## config.mk

```make
export PLATFORM = sky130hd
export DESIGN_NAME = mem_port_arbiter
export DESIGN_NICKNAME = d
export VERILOG_FILES = /design/src/rtl/mem_port_arbiter.sv
export SDC_FILE = /design/constraint.sdc
export NUM_CORES = 1
export LEC_CHECK = 0
export ABC_CLOCK_PERIOD_IN_PS = 2900
export BUFFER_PORTS_ARGS = -buffer_cell sky130_fd_sc_hd__buf_2
export CAP_MARGIN = 30
export CORE_MARGIN = 1.5
export CORE_UTILIZATION = 43
export CTS_CLUSTER_DIAMETER = 100
export DETAILED_ROUTE_END_ITERATION = 10
export PLACE_DENSITY = 0.73
export SETUP_SLACK_MARGIN = 0.15
export SYNTH_ARGS = -nofsm -noshare
export SYNTH_HDL_FRONTEND = slang
export SYNTH_SLANG_ARGS = --single-unit
```

## constraint.sdc

```tcl
create_clock -name clk -period 2.9 [get_ports clk]
set_input_delay 0.29 -clock clk [delete_from_list [all_inputs] [get_ports clk]]
set_output_delay 0.29 -clock clk [all_outputs]
set_load 0.01 [all_outputs]
```

## src/rtl/mem_port_arbiter.sv

```systemverilog
// Arbitrates one single-port memory between instruction fetch and data access,
// one transaction at a time, returning read data to the port that owns it.
module mem_port_arbiter #(
   parameter int unsigned ADDR_W     = 16,
   parameter int unsigned DATA_W     = 16,
   parameter int unsigned RD_LAT     = 1,
   parameter int unsigned STARVE_MAX = 4
) (
   input  logic              clk,
   input  logic              rst_n,
   input  logic              if_req,
   input  logic [ADDR_W-1:0] if_addr,
   output logic              if_gnt,
   output logic              if_rvalid,
   output logic [DATA_W-1:0] if_rdata,
   input  logic              d_req,
   input  logic              d_we,
   input  logic [ADDR_W-1:0] d_addr,
   input  logic [DATA_W-1:0] d_wdata,
   output logic              d_gnt,
   output logic              d_rvalid,
   output logic [DATA_W-1:0] d_rdata,
   output logic              mem_en,
   output logic              mem_we,
   output logic [ADDR_W-1:0] mem_addr,
   output logic [DATA_W-1:0] mem_wdata,
   input  logic [DATA_W-1:0] mem_rdata,
   output logic              busy
);
   localparam int unsigned LAT_W = 2;
   localparam int unsigned CNT_W = $clog2(STARVE_MAX + 1);

   typedef enum logic [1:0] {
      ST_IDLE = 2'd0,
      ST_CMD  = 2'd1,
      ST_WAIT = 2'd2
   } state_t;

   typedef enum logic [1:0] {
      OWN_NONE = 2'd0,
      OWN_IF   = 2'd1,
      OWN_D    = 2'd2
   } owner_t;

   state_t            r_state;
   owner_t            r_owner;
   logic [LAT_W-1:0]  r_lat;
   logic [CNT_W-1:0]  r_starve;
   logic              r_if_rvalid;
   logic              r_d_rvalid;
   logic [DATA_W-1:0] r_if_rdata;
   logic [DATA_W-1:0] r_d_rdata;
   logic              r_mem_en;
   logic              r_mem_we;
   logic [ADDR_W-1:0] r_mem_addr;
   logic [DATA_W-1:0] r_mem_wdata;

   logic w_idle;
   logic w_starved;
   logic w_if_win;
   logic w_if_take;
   logic w_d_take;

   // Data normally wins; fetch wins once it has watched STARVE_MAX data grants go by.
   assign w_idle    = (r_state == ST_IDLE);
   assign w_starved = (r_starve == CNT_W'(STARVE_MAX));
   assign w_if_win  = if_req && (!d_req || w_starved);
   assign w_if_take = w_idle && w_if_win;
   assign w_d_take  = w_idle && d_req && !w_if_win;

   // Grants are Mealy outputs; held low while reset is asserted.
   assign if_gnt    = rst_n && w_if_take;
   assign d_gnt     = rst_n && w_d_take;

   assign if_rvalid = r_if_rvalid;
   assign if_rdata  = r_if_rdata;
   assign d_rvalid  = r_d_rvalid;
   assign d_rdata   = r_d_rdata;
   assign mem_en    = r_mem_en;
   assign mem_we    = r_mem_we;
   assign mem_addr  = r_mem_addr;
   assign mem_wdata = r_mem_wdata;
   assign busy      = (r_state != ST_IDLE);

   always_ff @(posedge clk or negedge rst_n) begin
      if (!rst_n) begin
         r_state     <= ST_IDLE;
         r_owner     <= OWN_NONE;
         r_lat       <= '0;
         r_starve    <= '0;
         r_if_rvalid <= 1'b0;
         r_d_rvalid  <= 1'b0;
         r_if_rdata  <= '0;
         r_d_rdata   <= '0;
         r_mem_en    <= 1'b0;
         r_mem_we    <= 1'b0;
         r_mem_addr  <= '0;
         r_mem_wdata <= '0;
      end else begin
         r_if_rvalid <= 1'b0;
         r_d_rvalid  <= 1'b0;
         r_mem_en    <= 1'b0;

         // Starvation count only grows while fetch is actually waiting.
         if (!if_req || w_if_take) begin
            r_starve <= '0;
         end else if (w_d_take && !w_starved) begin
            r_starve <= r_starve + CNT_W'(1);
         end

         case (r_state)
            ST_IDLE: begin
               if (w_if_take) begin
                  r_mem_addr <= if_addr;
                  r_mem_we   <= 1'b0;
                  r_mem_en   <= 1'b1;
                  r_owner    <= OWN_IF;
                  r_state    <= ST_CMD;
               end else if (w_d_take) begin
                  r_mem_addr  <= d_addr;
                  r_mem_we    <= d_we;
                  r_mem_wdata <= d_wdata;
                  r_mem_en    <= 1'b1;
                  r_owner     <= OWN_D;
                  r_state     <= ST_CMD;
               end
            end
            ST_CMD: begin
               r_lat <= '0;
               if (r_mem_we) begin
                  r_owner <= OWN_NONE;
                  r_state <= ST_IDLE;
               end else begin
                  r_state <= ST_WAIT;
               end
            end
            ST_WAIT: begin
               if (r_lat == LAT_W'(RD_LAT - 1)) begin
                  if (r_owner == OWN_D) begin
                     r_d_rdata  <= mem_rdata;
                     r_d_rvalid <= 1'b1;
                  end else if (r_owner == OWN_IF) begin
                     r_if_rdata  <= mem_rdata;
                     r_if_rvalid <= 1'b1;
                  end
                  r_lat   <= '0;
                  r_owner <= OWN_NONE;
                  r_state <= ST_IDLE;
               end else begin
                  r_lat <= r_lat + LAT_W'(1);
               end
            end
            default: begin
               r_owner <= OWN_NONE;
               r_state <= ST_IDLE;
            end
         endcase
      end
   end

endmodule

```

==> flow_summary_export.csv <==
group,metric,value,unit
setup_path,required,2610,ps
finish,num-fill-cells,624,
clock_network,cts_buffer_depth,2,
route,drt_iter0_drc,67,
clock_network,cts_setup_buffers,0,
power_and_ir_drop,seq_power_share,0.420,
route,drt_pre_antenna_iters,4,
timing,setup_slack,653,ps
setup_path,worstSetupEndpointType,"primary output",
route,drc,0,
finish,antenna_cells,0,
clock_network,cts_resized,0,
timing,clock_skew,11.0,ps
timing,max_freq,0.445,GHz
setup_path,critPathMaxFanout,20,
yosys,synth_xor_area_frac,0,
yosys,avgSynthCellArea,14.4,sq um
hold_path,hold_path_end,"mem_addr[1]",
yosys,synth_area,3170,sq um
power_and_ir_drop,leakagePower,2.09,nW
grt,antenna_found_initial,0,
hold_path,hold-path-cell-count,2,
yosys,yosys_warnings,0,
timing,rsz0062_at_grt,"false",
setup_path,path_cells,"inv_1 -> ha_1 -> nand2_1 -> a31oi_4 -> buf_4 -> and2_1 -> buf_2",
yosys,muxShareOfSynthArea,0.170,
yosys,synth_top_family_by_area,"multiplexers",
power_and_ir_drop,ir_drop,0.000417,V
grt,grt_max_degree,50,
hold_path,hp-start,"if_addr[1]",
clock_network,clock-sinks,77,
power_and_ir_drop,p_switching,1.49,mW
setup_path,r2r_cells,6,
route,via_per_inst,4.86,
setup_path,arrival,1960,ps
floorplanning,io_pins,140,
timing,tns,0,ps
grt,grt_pass1_wl,10000,um
grt,gr-usage-all-layers,0.170,
floorplanning,die_w,88.9,um
setup_path,worst-path-stages,7,
power_and_ir_drop,total_power,4.30,mW
finish,drive_gt1_frac,0.570,
route,antenna_left,0,
yosys,yosys.area_share.simple,0.0820,
yosys,yosys_register_bits,77,
floorplanning,die_h,88.9,um
yosys,synth_top_cells_by_area,"dfrtp_1 61%, mux2_2 17%, a221o_1 5.0%, and2_1 3.7%, ha_1 2.8%",
yosys,syn-num-nets,297,
finish,layout.nets,445,
setup_path,slowest_stage,"dfrtp_1",
flow_run,drv_cap,0,
placement,port_buffers,139,
setup_path,worstSetupStartpointType,"flop",
timing,worst_pin_slew,632,ps
clock_network,clock_latency,340,ps
power_and_ir_drop,power.internal,2.81,mW
timing,drv_slew,0,
yosys,synth.distinct_cells,26,
finish,stdcell_area,4170,sq um
yosys,ys_seq_area_frac,0.607,
yosys,yosysTopAreaCellShare,0.607,
route,wl_per_cell,14.4,um
clock_network,htreeDepth,3,
floorplanning,initial_core_util,0.440,
timing,relSlewSlack,0.576,
floorplanning,rows,31,
placement,dp_hpwl,5000,um
setup_path,cp_top_family,"buffers and inverters",
finish,fin_cells,473,
setup_path,rr_endpoint,"mem_addr[5]",
timing,period_needed,2250,ps
floorplanning,design.core.area,7210,sq um
placement,placed_cells,456,
clock_network,cts_made_buffers,9,
power_and_ir_drop,p_per_area,1030,nW/um^2
setup_path,timing.rr.start,"r_state[1]",
setup_path,crit_type,"flop to primary output",
outcome,status,"finished clean",
setup_path,cp_slowest_stage_delay,390,ps
route,wl,6820,um
power_and_ir_drop,power_frac_clock,0.167,
setup_path,critPathBufInv,3,
placement,place.gp.congestion,0.702,
finish,area_growth,31.5,%
timing,finalHoldViolCount,0,
route,num_vias,2301,
placement,place_area,3990,sq um
grt,grt_pass1_vias,2169,
timing,period_share,0.775,
placement,dp_slack,1010,ps
setup_path,timing.reg2reg.setup_slack,1040,ps
yosys,synthAdderAreaFrac,0.0276,
grt,overflow,0,
yosys,synthCells,221,
timing,setup_viol,0,
clock_network,clk_pin_slew_worst_paths,80,ps
yosys,synth_compound_area_frac,0.0852,
clock_network,cts_root_buffer,"clkbuf_8",
hold_path,hold_class,"input port to flop",
power_and_ir_drop,combPwrFrac,0.413,
yosys,synth_top_cell_by_area,"dfrtp_1",
power_and_ir_drop,swShare,0.346,
timing,whs,172,ps
finish,postLayoutCoreUtil,0.578,
floorplanning,dieArea,7900,sq um
clock_network,cts_tree,"yes",
-- registers in the layout, summed over array words and instances (netlist names) --
register   flops
r_state        2
d_rdata       16
d_rvalid       1
mem_en         1
mem_we         1
r_lat          2
mem_addr      16
if_rdata      16
if_rvalid      1
r_owner        2
r_starve       3
mem_wdata     16
-- Yosys cell counts (all sizes together) --
library cell,number
nand2,6
clkbuf,2
dfrtp,77
nor2,2
nand4b,3
inv,11
nand3,7
nor3,1
a21oi,2
buf,6
o21ai,4
and2,19
ha,7
a31oi,2
nand2b,2
a21boi,2
or3b,1
a22o,3
a221o,16
mux2,48
-- metal layers --
metal | wire (um) | part of all wire | track usage | up-vias
met2 | 3330 | 0.49 | 0.284 | 93
met5 | 0 | 0 | 0 | -
met4 | 165 | 0.024 | 0.101 | 0
met3 | 388 | 0.057 | 0.0360 | 15
met1 | 2930 | 0.43 | 0.201 | 1105
li1 | - | - | - | 1088
-- final cells by class --
cell class              count  area, sq um  area share
clock buffers              11          141      0.0339
flip-flops and latches     77         1930       0.462
clock inverters             5         33.8     0.00810
inverters                  11         41.3     0.00990
repair buffers            145          746       0.179
multi-input cells         125         1160       0.278
well taps                  99          124      0.0297
-- power by group through the flow --
stage | sequential, mW | clock (mW) | combinational [mW]
after CTS | 1.80 | 0.743 | 1.80
final | 1.80 | 0.719 | 1.77
after floorplan | 2.04 | 0 | 0.823
after detailed placement | 1.82 | 0 | 1.80
after global placement | 1.80 | 0 | 1.74
after global routing | 1.86 | 0.791 | 1.94
-- cell usage in the layout (no fill, tap or decap), drive strengths merged, types with 2 or more instances in the layout --
| cell | n |
|---|---|
| inv | 12 |
| clkbuf | 11 |
| dfrtp | 77 |
| a31oi | 2 |
| nand2b | 2 |
| clkinvlp | 2 |
| o21ai | 4 |
| nor2 | 2 |
| nand4b | 3 |
| nand3 | 7 |
| nand2 | 6 |
| mux2 | 48 |
| a21boi | 2 |
| and2 | 19 |
| ha | 7 |
| a221o | 16 |
| buf | 144 |
| clkinv | 2 |
| a22o | 3 |
| a21oi | 2 |
-- worst max-delay path by stage --
stage,startpoint,end
floorplan,r_state[0],if_gnt
global placement,r_state[0],mem_addr[12]
detailed placement,r_state[1],d_gnt
CTS,r_state[1],d_gnt
global route,r_state[1],d_gnt
finish,r_state[1],d_gnt
-- worst reg2reg max path: stages, from the launching register on --
cell	delay [ps]
dfrtp_1	390
inv_1	100
ha_1	300
o21ai_1	290
buf_4	260
and2_1	150
a221o_1	260
-- cells by family (layout without fill, tap and decap cells) --
| family | after synthesis | count (layout) |
|---|---|---|
| buffers and inverters | 19 | 172 |
| AND/OR/NAND/NOR | 41 | 41 |
| flip-flops | 77 | 77 |
| adder cells (fa/ha/maj) | 7 | 7 |
| multiplexers | 48 | 48 |
| AO/OA/AOI/OAI | 29 | 29 |
-- timing repair --
item                       4_1_cts  5_1_grt
setup endpoints to repair        0        0
hold buffers                     1        0
hold endpoints to repair        28        0
(Power assumes the default switching activity.)
